## src/rtl/bp_axi_dram_window.sv

```systemverilog
// bp_axi_dram_window: AW/AR address path between the BP cache DMA master and
// the PS m00 AXI4 port. Each address channel goes through a 2-entry registered
// skid buffer. Addresses are rebased into the PS window on the way in:
//   out = ((in - dram_base_p) & window_mask_i) + dram_offset_i.
// In-flight bursts are capped per direction. The first out-of-window access is
// latched for host readback. W/R/B payloads bypass this block; only their
// handshakes are observed here, and only to retire outstanding bursts.
// Optional build macro: BP_AXI_DRAM_WINDOW_PERF_EN adds burst and stall
// performance counters.

// Underflow monitor for an outstanding-burst counter.
module bp_axi_dram_window_chk #(
  parameter int cnt_width_p = 3
) (
  input logic                   clk_i,
  input logic                   reset_i,
  input logic                   inc_i,
  input logic                   dec_i,
  input logic [cnt_width_p-1:0] cnt_i
);

  // A completion while nothing is in flight means the PS side broke protocol.
  underflow_a: assert property (@(posedge clk_i) disable iff (reset_i)
    !(dec_i && !inc_i && (cnt_i == '0)));

endmodule

// One address channel: 2-entry skid buffer plus outstanding-burst counter.
module bp_axi_dram_window_chan #(
  parameter int data_width_p      = 46,
  parameter int max_outstanding_p = 4,
  localparam int cnt_width_lp     = $clog2(max_outstanding_p + 1)
) (
  input  logic                    clk_i,
  input  logic                    reset_i,
  input  logic                    s_valid_i,
  output logic                    s_ready_o,
  input  logic [data_width_p-1:0] s_data_i,
  output logic                    m_valid_o,
  input  logic                    m_ready_i,
  output logic [data_width_p-1:0] m_data_o,
  input  logic                    done_i,
  output logic                    accept_o,
  output logic [cnt_width_lp-1:0] outstanding_o
);

  typedef enum logic [1:0] {
    SKID_EMPTY = 2'd0,
    SKID_ONE   = 2'd1,
    SKID_TWO   = 2'd2
  } skid_state_e;

  skid_state_e             state_q;
  logic [data_width_p-1:0] ent0_q;
  logic [data_width_p-1:0] ent1_q;
  logic                    valid_q;
  logic                    ready_q;
  logic [cnt_width_lp-1:0] cnt_q;
  logic [cnt_width_lp-1:0] cnt_d;
  logic                    full_d;
  logic                    push_s;
  logic                    pop_s;

  assign push_s        = s_valid_i & ready_q;
  assign pop_s         = valid_q & m_ready_i;
  assign s_ready_o     = ready_q;
  assign m_valid_o     = valid_q;
  assign m_data_o      = ent0_q;
  assign accept_o      = push_s;
  assign outstanding_o = cnt_q;

  // Predict whether the skid will hold two entries after this edge.
  always_comb begin
    full_d = 1'b0;
    case (state_q)
      SKID_ONE: full_d = push_s & ~pop_s;
      SKID_TWO: full_d = ~pop_s;
      default:  full_d = 1'b0;
    endcase
  end

  // Next outstanding count; same-cycle accept and completion cancel, and a
  // stray completion at zero is ignored.
  always_comb begin
    cnt_d = cnt_q;
    if (push_s && !done_i) begin
      cnt_d = cnt_q + cnt_width_lp'(1);
    end else if (!push_s && done_i && (cnt_q != '0)) begin
      cnt_d = cnt_q - cnt_width_lp'(1);
    end else begin
      cnt_d = cnt_q;
    end
  end

  // Skid FSM: head entry drives the downstream payload, order is FIFO.
  always_ff @(posedge clk_i) begin
    if (reset_i) begin
      state_q <= SKID_EMPTY;
      ent0_q  <= '0;
      ent1_q  <= '0;
      valid_q <= 1'b0;
    end else begin
      case (state_q)
        SKID_EMPTY: begin
          if (push_s) begin
            ent0_q  <= s_data_i;
            valid_q <= 1'b1;
            state_q <= SKID_ONE;
          end
        end
        SKID_ONE: begin
          if (push_s && pop_s) begin
            ent0_q <= s_data_i;
          end else if (push_s) begin
            ent1_q  <= s_data_i;
            state_q <= SKID_TWO;
          end else if (pop_s) begin
            valid_q <= 1'b0;
            state_q <= SKID_EMPTY;
          end
        end
        SKID_TWO: begin
          if (pop_s) begin
            ent0_q  <= ent1_q;
            state_q <= SKID_ONE;
          end
        end
        default: begin
          valid_q <= 1'b0;
          state_q <= SKID_EMPTY;
        end
      endcase
    end
  end

  // Registered upstream ready and counter: ready depends only on local
  // state, never on m_ready_i in the same cycle.
  always_ff @(posedge clk_i) begin
    if (reset_i) begin
      cnt_q   <= '0;
      ready_q <= 1'b0;
    end else begin
      cnt_q   <= cnt_d;
      ready_q <= ~full_d & (cnt_d < cnt_width_lp'(max_outstanding_p));
    end
  end

  bp_axi_dram_window_chk #(.cnt_width_p(cnt_width_lp)) chk (
    .clk_i   (clk_i),
    .reset_i (reset_i),
    .inc_i   (push_s),
    .dec_i   (done_i),
    .cnt_i   (cnt_q)
  );

endmodule

module bp_axi_dram_window #(
  parameter int                         in_addr_width_p   = 33,
  parameter int                         out_addr_width_p  = 32,
  parameter int                         id_width_p        = 6,
  parameter logic [in_addr_width_p-1:0] dram_base_p       = 33'h0_8000_0000,
  parameter int                         max_outstanding_p = 4,
  localparam int                        cnt_width_lp      = $clog2(max_outstanding_p + 1)
) (
  input  logic                        clk_i,
  input  logic                        reset_i,
  input  logic [out_addr_width_p-1:0] dram_offset_i,
  input  logic [out_addr_width_p-1:0] window_mask_i,
  input  logic [in_addr_width_p-1:0]  s_awaddr_i,
  input  logic [id_width_p-1:0]       s_awid_i,
  input  logic [7:0]                  s_awlen_i,
  input  logic                        s_awvalid_i,
  output logic                        s_awready_o,
  output logic [out_addr_width_p-1:0] m_awaddr_o,
  output logic [id_width_p-1:0]       m_awid_o,
  output logic [7:0]                  m_awlen_o,
  output logic                        m_awvalid_o,
  input  logic                        m_awready_i,
  input  logic [in_addr_width_p-1:0]  s_araddr_i,
  input  logic [id_width_p-1:0]       s_arid_i,
  input  logic [7:0]                  s_arlen_i,
  input  logic                        s_arvalid_i,
  output logic                        s_arready_o,
  output logic [out_addr_width_p-1:0] m_araddr_o,
  output logic [id_width_p-1:0]       m_arid_o,
  output logic [7:0]                  m_arlen_o,
  output logic                        m_arvalid_o,
  input  logic                        m_arready_i,
  input  logic                        m_bvalid_i,
  input  logic                        m_bready_i,
  input  logic                        m_rvalid_i,
  input  logic                        m_rready_i,
  input  logic                        m_rlast_i,
  output logic                        err_o,
  output logic [in_addr_width_p-1:0]  err_addr_o,
`ifdef BP_AXI_DRAM_WINDOW_PERF_EN
  output logic [31:0]                 wr_bursts_o,
  output logic [31:0]                 rd_bursts_o,
  output logic [31:0]                 stall_cycles_o,
`endif
  output logic [cnt_width_lp-1:0]     wr_outstanding_o,
  output logic [cnt_width_lp-1:0]     rd_outstanding_o
);

  localparam int pay_width_lp = out_addr_width_p + id_width_p + 8;

  // Rebase into the PS window: subtract at full input width, mask, add, truncate.
  function automatic logic [out_addr_width_p-1:0] rebase_addr(
    input logic [in_addr_width_p-1:0]  addr,
    input logic [out_addr_width_p-1:0] mask,
    input logic [out_addr_width_p-1:0] offset
  );
    logic [in_addr_width_p-1:0] diff;
    diff = addr - dram_base_p;
    rebase_addr = (diff[out_addr_width_p-1:0] & mask) + offset;
  endfunction

  // Below the DRAM base, or any offset bit outside the window, is a miss.
  function automatic logic out_of_window(
    input logic [in_addr_width_p-1:0]  addr,
    input logic [out_addr_width_p-1:0] mask
  );
    logic [in_addr_width_p-1:0] diff;
    logic [in_addr_width_p-1:0] mask_ext;
    diff     = addr - dram_base_p;
    mask_ext = {{(in_addr_width_p - out_addr_width_p){1'b0}}, mask};
    out_of_window = (addr < dram_base_p) | ((diff & ~mask_ext) != '0);
  endfunction

  logic [pay_width_lp-1:0]    aw_in_s;
  logic [pay_width_lp-1:0]    aw_out_s;
  logic [pay_width_lp-1:0]    ar_in_s;
  logic [pay_width_lp-1:0]    ar_out_s;
  logic                       aw_acc_s;
  logic                       ar_acc_s;
  logic                       aw_bad_s;
  logic                       ar_bad_s;
  logic                       err_q;
  logic [in_addr_width_p-1:0] err_addr_q;

  assign aw_in_s  = {rebase_addr(s_awaddr_i, window_mask_i, dram_offset_i), s_awid_i, s_awlen_i};
  assign ar_in_s  = {rebase_addr(s_araddr_i, window_mask_i, dram_offset_i), s_arid_i, s_arlen_i};
  assign aw_bad_s = out_of_window(s_awaddr_i, window_mask_i);
  assign ar_bad_s = out_of_window(s_araddr_i, window_mask_i);

  bp_axi_dram_window_chan #(
    .data_width_p      (pay_width_lp),
    .max_outstanding_p (max_outstanding_p)
  ) aw_chan (
    .clk_i         (clk_i),
    .reset_i       (reset_i),
    .s_valid_i     (s_awvalid_i),
    .s_ready_o     (s_awready_o),
    .s_data_i      (aw_in_s),
    .m_valid_o     (m_awvalid_o),
    .m_ready_i     (m_awready_i),
    .m_data_o      (aw_out_s),
    .done_i        (m_bvalid_i & m_bready_i),
    .accept_o      (aw_acc_s),
    .outstanding_o (wr_outstanding_o)
  );

  bp_axi_dram_window_chan #(
    .data_width_p      (pay_width_lp),
    .max_outstanding_p (max_outstanding_p)
  ) ar_chan (
    .clk_i         (clk_i),
    .reset_i       (reset_i),
    .s_valid_i     (s_arvalid_i),
    .s_ready_o     (s_arready_o),
    .s_data_i      (ar_in_s),
    .m_valid_o     (m_arvalid_o),
    .m_ready_i     (m_arready_i),
    .m_data_o      (ar_out_s),
    .done_i        (m_rvalid_i & m_rready_i & m_rlast_i),
    .accept_o      (ar_acc_s),
    .outstanding_o (rd_outstanding_o)
  );

  assign m_awaddr_o = aw_out_s[pay_width_lp-1 -: out_addr_width_p];
  assign m_awid_o   = aw_out_s[8 +: id_width_p];
  assign m_awlen_o  = aw_out_s[7:0];
  assign m_araddr_o = ar_out_s[pay_width_lp-1 -: out_addr_width_p];
  assign m_arid_o   = ar_out_s[8 +: id_width_p];
  assign m_arlen_o  = ar_out_s[7:0];
  assign err_o      = err_q;
  assign err_addr_o = err_addr_q;

  // Sticky capture of the first out-of-window accept; AW wins a same-cycle tie.
  always_ff @(posedge clk_i) begin
    if (reset_i) begin
      err_q      <= 1'b0;
      err_addr_q <= '0;
    end else if (!err_q && aw_acc_s && aw_bad_s) begin
      err_q      <= 1'b1;
      err_addr_q <= s_awaddr_i;
    end else if (!err_q && ar_acc_s && ar_bad_s) begin
      err_q      <= 1'b1;
      err_addr_q <= s_araddr_i;
    end else begin
      err_q      <= err_q;
      err_addr_q <= err_addr_q;
    end
  end

`ifdef BP_AXI_DRAM_WINDOW_PERF_EN
  logic [31:0] wr_bursts_q;
  logic [31:0] rd_bursts_q;
  logic [31:0] stall_cycles_q;

  assign wr_bursts_o    = wr_bursts_q;
  assign rd_bursts_o    = rd_bursts_q;
  assign stall_cycles_o = stall_cycles_q;

  // Count downstream address handshakes and cycles where the master is held off.
  always_ff @(posedge clk_i) begin
    if (reset_i) begin
      wr_bursts_q    <= 32'd0;
      rd_bursts_q    <= 32'd0;
      stall_cycles_q <= 32'd0;
    end else begin
      if (m_awvalid_o && m_awready_i) begin
        wr_bursts_q <= wr_bursts_q + 32'd1;
      end else begin
        wr_bursts_q <= wr_bursts_q;
      end
      if (m_arvalid_o && m_arready_i) begin
        rd_bursts_q <= rd_bursts_q + 32'd1;
      end else begin
        rd_bursts_q <= rd_bursts_q;
      end
      if ((s_awvalid_i && !s_awready_o) || (s_arvalid_i && !s_arready_o)) begin
        stall_cycles_q <= stall_cycles_q + 32'd1;
      end else begin
        stall_cycles_q <= stall_cycles_q;
      end
    end
  end
`endif

endmodule
```

## config.mk

```make
export PLATFORM = sky130hd
export DESIGN_NAME = bp_axi_dram_window
export DESIGN_NICKNAME = d
export VERILOG_FILES = /design/src/rtl/bp_axi_dram_window.sv
export SDC_FILE = /design/constraint.sdc
export NUM_CORES = 1
export LEC_CHECK = 0
export CAP_MARGIN = 20
export CORE_MARGIN = 1.5
export CORE_UTILIZATION = 40
export DETAILED_ROUTE_END_ITERATION = 7
export PLACE_DENSITY = 0.77
export SYNTH_ARGS = -nofsm -noshare
export SYNTH_HDL_FRONTEND = slang
export SYNTH_HIERARCHICAL = 1
export SYNTH_SLANG_ARGS = --single-unit
```

## constraint.sdc

```tcl
create_clock -name clk_i -period 3.6 [get_ports clk_i]
set_clock_uncertainty 0.05 [all_clocks]
set_input_delay 0.54 -clock clk_i [delete_from_list [all_inputs] [get_ports clk_i]]
set_output_delay 0.54 -clock clk_i [all_outputs]
set_load 0.02 [all_outputs]
```

==> results of run 1 <==
## synthesized netlist by cell type (all sizes together), types with 4 or more instances
| cell type | count | area share [%] |
|---|---|---|
| clkbuf | 44 | 1.4 |
| and2 | 60 | 2.8 |
| dfxtp | 232 | 34 |
| a211oi | 104 | 5.8 |
| nand4 | 7 | 0.32 |
| a31oi | 8 | 0.42 |
| xor2 | 18 | 1.2 |
| o21a | 5 | 0.28 |
| nand2b | 9 | 0.42 |
| o21ai | 36 | 1.3 |
| o22ai | 13 | 0.60 |
| o211ai | 6 | 0.33 |
| a221o | 4 | 0.30 |
| buf | 58 | 2.5 |
| ha | 78 | 7.2 |
| a21o | 34 | 1.9 |
| nor2 | 83 | 2.3 |
| a22o | 9 | 0.59 |
| mux2i | 97 | 7.2 |
| nor2b | 8 | 0.37 |
| nor3 | 12 | 0.44 |
| o21bai | 7 | 0.39 |
| a222oi | 35 | 2.6 |
| a21oi | 248 | 9.2 |
| inv | 68 | 1.9 |
| a221oi | 14 | 0.90 |
| xnor2 | 39 | 2.5 |
| and3 | 10 | 0.46 |
| nand3 | 23 | 0.85 |
| nand2 | 221 | 6.2 |
## through the flow
step           hold WS, ps  area, um2  cells  util (%)
2_1_floorplan          386      13600   1637         -
3_3_place_gp           391      18100   2462      54.0
3_5_place_dp           396      18100   2462      54.0
4_1_cts                404      19100   2512      57.0
5_1_grt                421      19100   2517      57.2
6_report               400      19100   2518      57.2
## cell usage in the layout, fill, tap and decap left out, types with 21 or more instances in the layout
cell type	count
inv_1	66
mux2i_1	97
a21o_1	34
a211oi_1	100
dfxtp_1	232
nand2_1	219
ha_1	76
xnor2_1	39
a222oi_1	35
clkdlybuf4s50_1	302
buf_4	173
nor2_1	79
and2_1	57
nand3_1	21
a21oi_1	246
clkbuf_16	27
o21ai_0	28
## registers in the layout, summed over array words and instances, names as in the netlist
name / cells
err_addr_o: 33
aw_chan/outstanding_o: 3
ar_chan/m_valid_o: 1
err_o: 1
ar_chan/s_ready_o: 1
aw_chan/m_valid_o: 1
ar_chan/outstanding_o: 3
aw_chan/state_q: 2
aw_chan/m_data_o: 46
ar_chan/ent1_q: 46
aw_chan/s_ready_o: 1
ar_chan/state_q: 2
aw_chan/ent1_q: 46
ar_chan/m_data_o: 46
## power by group through the flow
stage | Clock [mW] | Combinational [mW] | Sequential, mW
5_1_grt | 3.21 | 4.40 | 3.34
3_3_place_gp | 0 | 4.00 | 3.32
3_5_place_dp | 0 | 4.07 | 3.34
4_1_cts | 3.12 | 4.08 | 3.29
2_1_floorplan | 0 | 1.87 | 3.75
6_report | 3.09 | 4.13 | 3.29
## layout make-up
| type | count | area share [%] |
|---|---|---|
| Sequential cell | 232 | 24.3 |
| Timing Repair Buffer | 483 | 23.3 |
| Clock buffer | 36 | 4.02 |
| Multi-Input combinational cell | 1233 | 42.9 |
| Tap cell | 448 | 2.93 |
| Inverter | 68 | 1.33 |
| Clock inverter | 14 | 1.22 |
| Antenna cell | 4 | 0.0523 |
## critical path, delay by kind of cell
kind | cells | cell delay, ps
adders and majority gates | 1 | 230
AOI/OAI and AO/OA | 8 | 1500
xor gates and xnor gates | 1 | 170
buffers and inverters | 5 | 1060
and+or+nand+nor | 2 | 240
muxes | 1 | 110
## timing repair
item | in CTS | in global routing
setup buffers | 0 | 2
endpoints found under the setup margin | 0 | 29
resized for setup | 0 | 17
endpoints found under the hold margin | 0 | 0
hold buffers | 0 | 0
## worst paths after layout
kind	from	endpoint	slack, ps	depth (start not counted)
setup / recovery	s_araddr_i[3]	ar_chan/m_data_o[30]$_SDFFE_PP0P_	150	18
hold / removal	reset_i	err_addr_o[32]$_SDFFE_PP0P_	400	2
setup reg to reg	ar_chan/state_q[0]$_SDFFE_PP0P_	ar_chan/m_data_o[34]$_SDFFE_PP0P_	1170	7
hold reg to reg	aw_chan/ent1_q[6]$_SDFFE_PP0P_	aw_chan/ent1_q[6]$_SDFFE_PP0P_	400	2
## metal layers
| layer | up-vias | global-route usage (%) | share of wire [%] |
|---|---|---|---|
| li1 | 6757 | - | - |
| met1 | 6682 | 37.2 | 43 |
| met2 | 635 | 45.1 | 45 |
| met3 | 132 | 5.08 | 7.7 |
| met4 | 4 | 12.3 | 4.6 |
| met5 | - | 0 | 0.050 |
## cells by family after synthesis
group,count (synthesis),share of synthesized area (%)
compound gates,550,26.4
xor+xnor,57,3.68
fa+ha+maj,80,7.49
buf+inv,172,5.92
flops,232,34.2
mux,97,7.16
simple gates,449,15.1
==> metrics.cfg, run 1 <==
[setup_path]
crit_path_end_kind=flop
cp_slowest_cell=clkdlybuf4s50_1
crit_arrival_ps=3870
worst-setup-path-type=in -> reg
crit_required_ps=4010
crit_path_frequent_cell=buf_4
cpPeakStageDelay_ps=530
critPathLaunchType=input port
crit_fanout=3
path_cells=clkdlybuf4s50_1 -> inv_1 -> nor2_2 -> buf_4 -> ha_1 -> buf_4 -> o21ai_1 -> o21ai_1 -> a31oi_2 -> buf_4 -> a21oi_1 -> o21ai_0 -> nand2b_1 -> a21o_1 -> a21oi_1 -> xnor2_1 -> mux2i_1 -> a211oi_1

[logic_synthesis]
synth_cells=1637
synth-main-ff-cell=dfxtp_1
ys_warn_count=6
syn_avg_cell_area_um2=8.28
synth_edf_count=0
async_reset_ff_share_pct=0
synth-seq-area-share_pct=34.2
synth_area_mm2=0.0136
ys_types=68
ys_seq_elements=232
synth_fp_nets=1886

[floorplanning]
die_w_um=187
core_mm2=0.0334
die_h_um=187
design.die.area_mm2=0.0350
num_rows=67
ioPinCount=305
initial_utilization_pct=40.5

[cts]
cts-htree-levels=1
root_buffer=clkbuf_16
cts_buffers=27
clk_path_buf_depth=3
worstSkewPairLatency_ps=540
cts_tree=done
cts.clk_slew.worst_paths_ps=60
clock-sinks=232

[place]
io_buffers=304
gp_congestion=1.02
hpwl_um=39500
pre_cts_ws_ps=-485

[power_and_ir_drop]
p_switching_mw=3.73
vdd_drop_max_v=0.000340
powerDensity_mw_per_mm2=548
power_mw=10.5
intPower_mw=6.77
power_frac_clock_pct=29.4
netSwitchingFraction_pct=35.5
power.leakage_nw=7.53
power_frac_comb_pct=39.3
seqPwrFrac_pct=31.3

[global_route]
overflow=0
grt_max_degree=71
antenna_found_initial=5
grt_pass1_vias=13700
grt_pass1_wl_um=78100
grt_usage_pct=28.2

[detailed_routing]
drt_iter0_drc=1437
vias=14200
avgRoutedWirePerCell_um=20.5
via_per_inst=5.64
drt_pre_antenna_iters=8
drc=5
ant_nets=0
totalWireLength_um=51600

[sta]
slew_viol_final=0
finalSetupViolCount=0
final_hold_viol_count=0
fin_ws_ps=145
post-route-min-period_ps=3450
fin_crit_sh_pct=96.0
worst_slew_pin_slew_ps=720
max_freq_mhz=289
tns_ps=0
relSlewSlack_pct=52.0

[finish]
area_growth_pct=41.2
fin_nets=2294
fillers=2924
drive_gt1_share_pct=13.0
final-seq-area_mm2=0.00464
multi_input_area_mm2=0.00821

[outcome]
status=finished with violations
violations=design-rule violations

[worst_hold_path]
hp-class=in -> reg

[run]
maxCapViolations=0

(Power assumes the default switching activity.)
==> inputs of run 2 (changes only) <==
--- a/config.mk
+++ b/config.mk
@@ -5,6 +5,7 @@
 export SDC_FILE = /design/constraint.sdc
 export NUM_CORES = 1
 export LEC_CHECK = 0
+export ABC_CLOCK_PERIOD_IN_PS = 3600
 export CAP_MARGIN = 20
 export CORE_MARGIN = 1.5
 export CORE_UTILIZATION = 40
==> results of run 2 <==
The final DEF is identical to that of run 1; final timing and power are the same.
